$ cat src/rtl/fetch_unit.sv
// fetch_unit: instruction fetch stage.
//   Owns the program counter, issues word reads to instruction memory
//   (which may insert wait states), registers the returned word for decode,
//   and picks the next PC from the control flow reported by decode.
//
// Ports
//   clk, rst_n          core clock, asynchronous active-low reset
//   imem_req/imem_addr  read request and byte address (imem_addr == pc)
//   imem_ready/rdata    memory handshake and returned instruction word
//   instr/instr_valid   registered instruction presented to decode
//   pc, pc_plus4        current/delivered instruction address and its link value
//   stall               decode cannot accept; hold the delivered instruction
//   branch_taken, is_jump, is_jr, imm16, jaddr26, jr_addr
//                       control flow for the delivered instruction
//   fault               sticky misaligned-target fault
module fetch_unit #(
    parameter int              ADDR_W   = 32,
    parameter logic [ADDR_W-1:0] RESET_PC = 32'h0000_0000
) (
    input  logic              clk,
    input  logic              rst_n,
    output logic              imem_req,
    output logic [ADDR_W-1:0] imem_addr,
    input  logic              imem_ready,
    input  logic [31:0]       imem_rdata,
    output logic [31:0]       instr,
    output logic              instr_valid,
    output logic [ADDR_W-1:0] pc,
    output logic [ADDR_W-1:0] pc_plus4,
    input  logic              stall,
    input  logic              branch_taken,
    input  logic              is_jump,
    input  logic              is_jr,
    input  logic [15:0]       imm16,
    input  logic [25:0]       jaddr26,
    input  logic [ADDR_W-1:0] jr_addr,
    output logic              fault
);

    typedef enum logic [1:0] {
        ST_FETCH   = 2'b00,
        ST_WAIT    = 2'b01,
        ST_DELIVER = 2'b10,
        ST_FAULT   = 2'b11
    } state_t;

    state_t              state_r, state_s;
    logic [ADDR_W-1:0]   pc_r;
    logic [31:0]         instr_r;
    logic                valid_r, valid_s;
    logic                req_r, req_s;
    logic                fault_r, fault_s;
    logic                load_instr_s;
    logic                load_pc_s;
    logic [ADDR_W-1:0]   next_pc_s;

    // Next PC selection; priority jr > jump > branch > sequential.
    function automatic logic [ADDR_W-1:0] calc_next_pc(
        input logic [ADDR_W-1:0] pc_v,
        input logic              jr_v,
        input logic              jmp_v,
        input logic              br_v,
        input logic [15:0]       imm_v,
        input logic [25:0]       ja_v,
        input logic [ADDR_W-1:0] jra_v
    );
        logic [ADDR_W-1:0] seq_v;
        logic [ADDR_W-1:0] off_v;
        logic [ADDR_W-1:0] res_v;
        seq_v = pc_v + ADDR_W'(32'd4);
        off_v = {{(ADDR_W-18){imm_v[15]}}, imm_v, 2'b00};
        if (jr_v) begin
            res_v = jra_v;
        end else if (jmp_v) begin
            res_v = {seq_v[ADDR_W-1:28], ja_v, 2'b00};
        end else if (br_v) begin
            res_v = seq_v + off_v;
        end else begin
            res_v = seq_v;
        end
        return res_v;
    endfunction

    // Candidate next PC for the delivered instruction.
    always_comb begin
        next_pc_s = calc_next_pc(pc_r, is_jr, is_jump, branch_taken, imm16, jaddr26, jr_addr);
    end

    // Next-state and next-output decode of the fetch FSM.
    always_comb begin
        state_s      = state_r;
        req_s        = 1'b0;
        valid_s      = 1'b0;
        fault_s      = fault_r;
        load_instr_s = 1'b0;
        load_pc_s    = 1'b0;
        case (state_r)
            ST_FETCH: begin
                // The first cycle out of reset has no request outstanding yet,
                // so a ready seen then must not be taken as a response.
                if (req_r && imem_ready) begin
                    state_s      = ST_DELIVER;
                    valid_s      = 1'b1;
                    load_instr_s = 1'b1;
                end else if (req_r) begin
                    state_s = ST_WAIT;
                    req_s   = 1'b1;
                end else begin
                    state_s = ST_FETCH;
                    req_s   = 1'b1;
                end
            end
            ST_WAIT: begin
                if (imem_ready) begin
                    state_s      = ST_DELIVER;
                    valid_s      = 1'b1;
                    load_instr_s = 1'b1;
                end else begin
                    state_s = ST_WAIT;
                    req_s   = 1'b1;
                end
            end
            ST_DELIVER: begin
                if (stall) begin
                    state_s = ST_DELIVER;
                    valid_s = 1'b1;
                end else if (next_pc_s[1:0] != 2'b00) begin
                    // Misaligned target: keep pc pointing at the offender.
                    state_s = ST_FAULT;
                    fault_s = 1'b1;
                end else begin
                    state_s   = ST_FETCH;
                    req_s     = 1'b1;
                    load_pc_s = 1'b1;
                end
            end
            ST_FAULT: begin
                state_s = ST_FAULT;
                fault_s = 1'b1;
            end
            default: begin
                // Unreachable encoding: park safely.
                state_s = ST_FAULT;
                fault_s = 1'b1;
            end
        endcase
    end

    // State and registered outputs.
    always_ff @(posedge clk or negedge rst_n) begin
        if (!rst_n) begin
            state_r <= ST_FETCH;
            pc_r    <= RESET_PC;
            instr_r <= 32'h0000_0000;
            valid_r <= 1'b0;
            req_r   <= 1'b0;
            fault_r <= 1'b0;
        end else begin
            state_r <= state_s;
            valid_r <= valid_s;
            req_r   <= req_s;
            fault_r <= fault_s;
            if (load_instr_s) begin
                instr_r <= imem_rdata;
            end
            if (load_pc_s) begin
                pc_r <= next_pc_s;
            end
        end
    end

    assign imem_req    = req_r;
    assign imem_addr   = pc_r;
    assign instr       = instr_r;
    assign instr_valid = valid_r;
    assign pc          = pc_r;
    assign pc_plus4    = pc_r + ADDR_W'(32'd4);
    assign fault       = fault_r;

endmodule

$ cat config.mk
export PLATFORM = sky130hd
export DESIGN_NAME = fetch_unit
export DESIGN_NICKNAME = d
export VERILOG_FILES = /design/src/rtl/fetch_unit.sv
export SDC_FILE = /design/constraint.sdc
export NUM_CORES = 1
export LEC_CHECK = 0
export CORE_UTILIZATION = 44
export DETAILED_ROUTE_END_ITERATION = 7
export GPL_TIMING_DRIVEN = 0
export MAX_ROUTING_LAYER = met4
export PLACE_DENSITY = 0.91
export SLEW_MARGIN = 20
export SYNTH_ARGS = -nofsm -noshare
export SYNTH_HDL_FRONTEND = slang
export SYNTH_SLANG_ARGS = --single-unit
$ cat constraint.sdc
create_clock -name clk -period 4.8 [get_ports clk]
set_input_delay 0.96 -clock clk [delete_from_list [all_inputs] [get_ports clk]]
set_output_delay 0.96 -clock clk [all_outputs]
set_load 0.01 [all_outputs]
**After elaboration in Yosys (flattened, before gate mapping)**

Cells that the tools add are included.

- Output and inout port bits: 131
- Input bits: 113
- Register bits after elaboration: 69

- Eq/ne operators: 5
- Reductions and logical operators: 5
- Mux-type cells: 23
- $add $sub $neg: 2

Operators by type and width:

| operator | count |
|---|---|
| 32-bit 2-to-1 mux | 3 |
| 32-bit by 3-bit adder with 32-bit output, second input constant | 1 |
| 32-bit adder | 1 |
| 1-bit 2-to-1 mux | 11 |
| 2-bit 2-to-1 mux | 4 |
| 2-bit case mux with 4 select lines | 1 |
| 1-bit case mux with 3 select lines | 2 |
| 2-bit == test, second input constant | 2 |
| 2-bit inequality test, second input constant | 2 |
| 1-bit case mux with 2 select lines | 2 |
| 2-bit nonzero test | 2 |
| 3-bit AND reduction | 1 |
| 2-bit by 1-bit == test with 1-bit output, second input constant | 1 |
| 2-bit logical NOT | 1 |
| 1-bit logical AND | 1 |

**Depth between registers and ports, before layout**

- Word-level depth: 9
- Gate-level depth with buffers: 16

**Worst setup path before layout**

OpenSTA, ideal clock, no wires.

- Path kind: reg2reg
- Start point: register pc_r[2], in the netlist imem_addr[2]
- End point: register pc_r[25], in the netlist imem_addr[25]
- Cell stages (with the launch flop): 16
- Setup time: 0.126 ns
- Data arrival time: 3.718 ns
- Clock period less this slack: 3.844 ns
- Path slack: 0.956 ns
- Required time: 4.674 ns
- Path through: dfrtp_1 > ha_1 > nand3_1 > nor3_1 > and3_1 > xor2_1 > ha_1 > a211oi_1 > nor2_1 > a211oi_2 > a21oi_2 > o2111a_2 > o41ai_4 > o21ai_2 > xor2_1 > a221o_1

- Longest elaborated chain between the ends: 5

RTL lines:

| item | RTL line | source |
|---|---|---|
| from (decl) | 48 | `logic [ADDR_W-1:0] pc_r;` |
| from (signal assigned) | 167 | `pc_r <= next_pc_s;` |
| 32-bit by 3-bit adder with 32-bit output | n/a |  |
| via pc_plus4[10] | 29 | `output logic [ADDR_W-1:0] pc_plus4,` |
| 32-bit adder | 77 | `res_v = seq_v + off_v;` |
| 32-bit 2-to-1 mux | 76 | `end else if (br_v) begin` |
| 32-bit 2-to-1 mux | 74 | `end else if (jmp_v) begin` |
| 32-bit 2-to-1 mux | 72 | `if (jr_v) begin` |

The timed path passes the listed nets, and every way through them passes these cells.
A chain may end at the register's enable or synchronous reset.

**Final worst setup path**

- Start point: register pc_r[2], in the netlist imem_addr[2]
- End point: register pc_r[29], in the netlist imem_addr[29]

- Longest elaborated chain between the ends: 5

RTL lines:

| item | RTL line | source |
|---|---|---|
| 32-bit by 3-bit adder with 32-bit output * | 70 | `seq_v = pc_v + ADDR_W'(32'd4);` |
| 32-bit adder | 77 |  |
| 32-bit 2-to-1 mux | 76 |  |
| 32-bit 2-to-1 mux * | 74 |  |
| 32-bit 2-to-1 mux * | 72 |  |

Mark *: on every way between the ends. The rest lies on a longest branch, timed or not.

==> key figures <==
Status
  – Status: finished, final reports clean

Finish
  – Nets: 1065
  – Commonest non-fill, non-tap cell in the layout: clkdlybuf4s50_1
  – Most frequent cells in the layout: clkdlybuf4s50_1, dfrtp_1, nor2_1, nand2_1, a21oi_1
  – Finished Cell Area: a little under 0.009 mm²
  – Area growth, synth to finish: 52.3%
  – Ant diodes: 0
  – Share of layout cells above drive strength 1: 0.113

Placed design
  – Area after DPL: 0.00842 mm²
  – Routability Congestion: about 0.93
  – HPWL after detailed placement: 17.1 mm
  – Worst slack at placement: 0.251 ns
  – Port bufs: 243

Clock network
  – Root Driver: clkbuf_16
  – Clk Latency, worst-skew pair: 0.34 ns
  – Worst-path clk slew: around 0.060 ns
  – H-tree depth: 3
  – CTS Sinks: 69
  – Clock buffer depth: 2
  – CTS tree: yes
  – Total CTS buffers: 9

Die
  – Ports: 244
  – DIE AREA: ~0.014 mm²
  – DIE WIDTH: between 100 and 150 µm
  – Core ar.: 0.0127 mm²
  – Initial Utilization: 0.454
  – DIE HEIGHT: ~120 µm
  – Num rows: 41

Setup path
  – Worst-path maximum fanout: 10
  – Reg2reg setup slack: just under 0.4 ns
  – CP Class: register to register
  – Critical path origin: imem_addr[2]$_DFFE_PN0P_
  – Data arrival, critical path: 4.67 ns
  – CP Launch Type: register
  – Worst reg2reg path depth: 15
  – Crit path required time: 5.06 ns
  – R2R Path End: imem_addr[29]$_DFFE_PN0P_
  – CP Capture Type: register
  – Reg2reg start: imem_addr[2]$_DFFE_PN0P_

Worst hold path
  – WHS Path Cells: 1
  – Hold crit path type: register to register
  – Hold Path Sink: fault$_DFFE_PN0P_
  – Launch point of the worst hold path: fault$_DFFE_PN0P_

STA
  – Final hold viol count: 0
  – Worst Tran Pin Value: approximately 1.1 ns
  – Minimum clock period: between 4 and 5 ns
  – Slew Limit Headroom: 0.251
  – Final setup fails: 0
  – Final Cycle Share: 0.918
  – RSZ-0062 raised after global routing: no
  – Final WS setup: 0.394 ns
  – Max Clock Freq: 0.227 GHz
  – Clock Skew: approximately 0.0049 ns
  – Pins Over Slew Limit: 0
  – Total negative setup slack: 0 ns

Yosys
  – Post-synthesis mux area share: 0.0765
  – Most used DFF post-synth: dfrtp_1
  – Synthesized area: approximately 0.0058 mm²
  – Synth async-reset ratio: 1.00
  – Synth Area in Adders: 0.0817
  – Combinational family with the most area after synthesis: compound AO/OA/AOI/OAI gates
  – Syn_area_per_cell: 8.72 µm²
  – Main area contributors after synthesis: dfrtp_1, ha_1, mux2_2
  – #FFs+latches synth: 69
  – Top cell type's share of synthesized area: 0.300
  – Synth cell types: 70
  – Post-Synth XOR/XNOR Area: 0.0684
  – Yosys warning count: 0
  – Yosys top cell by area: dfrtp_1
  – Syn Inst Count: 660
  – Syn Nets: 810
  – EDFF count, synth: 0
  – Post-synthesis sequential area ratio: 0.300
  – Post-Synth Simple-Gate Area: 0.184
  – Synth Area in Compound Gates: 0.220

Routing
  – Vias: 6370
  – 1st-pass router iterations: 5
  – Initial drt markers: 682
  – Avg Vias per Cell: 5.83
  – DR WL/cell: 20.8 µm
  – DRT antenna net count: 0
  – Routed wire length: 22.7 mm
  – DRC Markers: 0

Power and ir drop
  – Tot Pwr: 5.59 mW
  – Int Power: approximately 3.3 mW
  – Switch Pwr: roughly 2.3 mW
  – P per Cell Area: 637 mW/mm²
  – Leakage power: 3.72 nW
  – Comb power frac: 0.654
  – Reg power frac: 0.210
  – Clock share of power: 0.136
  – Peak supply drop: 0.000270 V
  – Switching Fraction: 0.417

Global route
  – Total global-route track usage: 0.341
  – Initial antenna violation count: 0
  – Number of global-route vias before repair: 6094
  – GRT overflow: 0
  – First-pass GRT wire length: 33.2 mm
  – Pin count of the biggest net entering global routing: 41

Run
  – Total of max-cap violations: 0
==> area by class of cell <==
class | instances | area (µm²)
flip-flops and latches | 69 | 1730
repair buffers | 244 | 2450
well taps | 172 | 215
clock buffers | 9 | 225
plain buffers | 63 | 365
inverters | 9 | 33.8
multi-input cells | 519 | 3650
clock inverters | 7 | 105
fillers | 972 | 3900
==> synth_stat cells (3+ instances only) <==
cell      count
a211oi_1      8
a21o_1       17
a21oi_1      48
a21oi_2       3
a221oi_1      4
a311oi_1      4
a31oi_1       4
and2_1        5
and3_1       20
buf_4        34
clkbuf_1     26
dfrtp_1      69
ha_1         36
inv_1         7
mux2_2       32
mux2i_1       8
nand2_1      54
nand2b_1      7
nand3_1      24
nand4_1       9
nor2_1       60
nor2b_1       6
nor3_1       18
o211ai_1      7
o21a_1        7
o21ai_0      30
o221ai_1      4
o22ai_1       8
o31ai_1       5
or3_1         3
xnor2_1      26
xor2_1       19
==> state kept, by name (all words and copies together), names as in the netlist <==
name         count
instr           32
fault            1
state_r          2
imem_req         1
instr_valid      1
imem_addr       32
==> critical path, stage by stage, from the launching register on <==
cell and delay [ns]:
dfrtp_1 0.48, ha_1 0.24, nand3_1 0.26, nor4_4 0.69
nand4_1 0.19, xnor2_1 0.30, ha_1 0.28, clkbuf_1 0.24
a21o_1 0.24, a21o_1 0.17, a21oi_1 0.15, o21ai_0 0.16
o31ai_2 0.39, mux2i_1 0.23, a31oi_1 0.11, nor3_1 0.19
==> kinds of logic (layout without fill, tap and decap cells) <==
family          Yosys count  count (layout)
compound gates          180             180
xor+xnor                 45              45
fa+ha+maj                37              37
buf+inv                  72             332
flops                    69              69
mux                      40              40
simple gates            217             217
==> power groups by stage <==
stage          clock network [mW]  logic, mW  registers, mW
6_report                    0.758       3.65           1.17
5_1_grt                     0.787       3.93           1.21
4_1_cts                     0.764       3.62           1.17
3_5_place_dp                    0       3.59           1.17
3_3_place_gp                    0       3.53           1.15
2_1_floorplan                   0       1.94           1.22
==> per-stage QoR <==
| stage | std cells | util | hold slack (ns) |
|---|---|---|---|
| floorplan | 660 | - | 0.504 |
| global placement | 1075 | 0.663 | 0.450 |
| detailed placement | 1076 | 0.665 | 0.460 |
| CTS | 1092 | 0.691 | 0.475 |
| global route | 1092 | 0.692 | 0.498 |
| finish | 1092 | 0.692 | 0.472 |
==> layer usage <==
metal  global-route usage  part of all wire  vias to the layer above  routed length [µm]
li1                     -                 -                     2895                   -
met1                0.396              0.38                     3031                8720
met2                0.557              0.47                      367               10700
met3               0.0768              0.10                       77                2350
met4                0.161             0.039                        0                 884
met5                    -                 0                        -                   0
==> how the worst max path moves through the flow <==
stage | end | slack, ns | cells past startpoint
after global placement | imem_addr[29]$_DFFE_PN0P_ | 0.27 | 15
after global routing | imem_addr[31]$_DFFE_PN0P_ | 0.15 | 14
final | imem_addr[29]$_DFFE_PN0P_ | 0.39 | 15
after detailed placement | imem_addr[29]$_DFFE_PN0P_ | 0.25 | 15
after floorplan | imem_addr[25]$_DFFE_PN0P_ | 0.96 | 15
after CTS | imem_addr[29]$_DFFE_PN0P_ | 0.22 | 15
==> repair_timing <==
action                     in CTS  in global routing
hold buffers                    0                  0
buffers inserted                0                  0
setup endpoints to repair       0                  2
gates resized for setup         0                  2
Power figures use the tool's default switching activity.
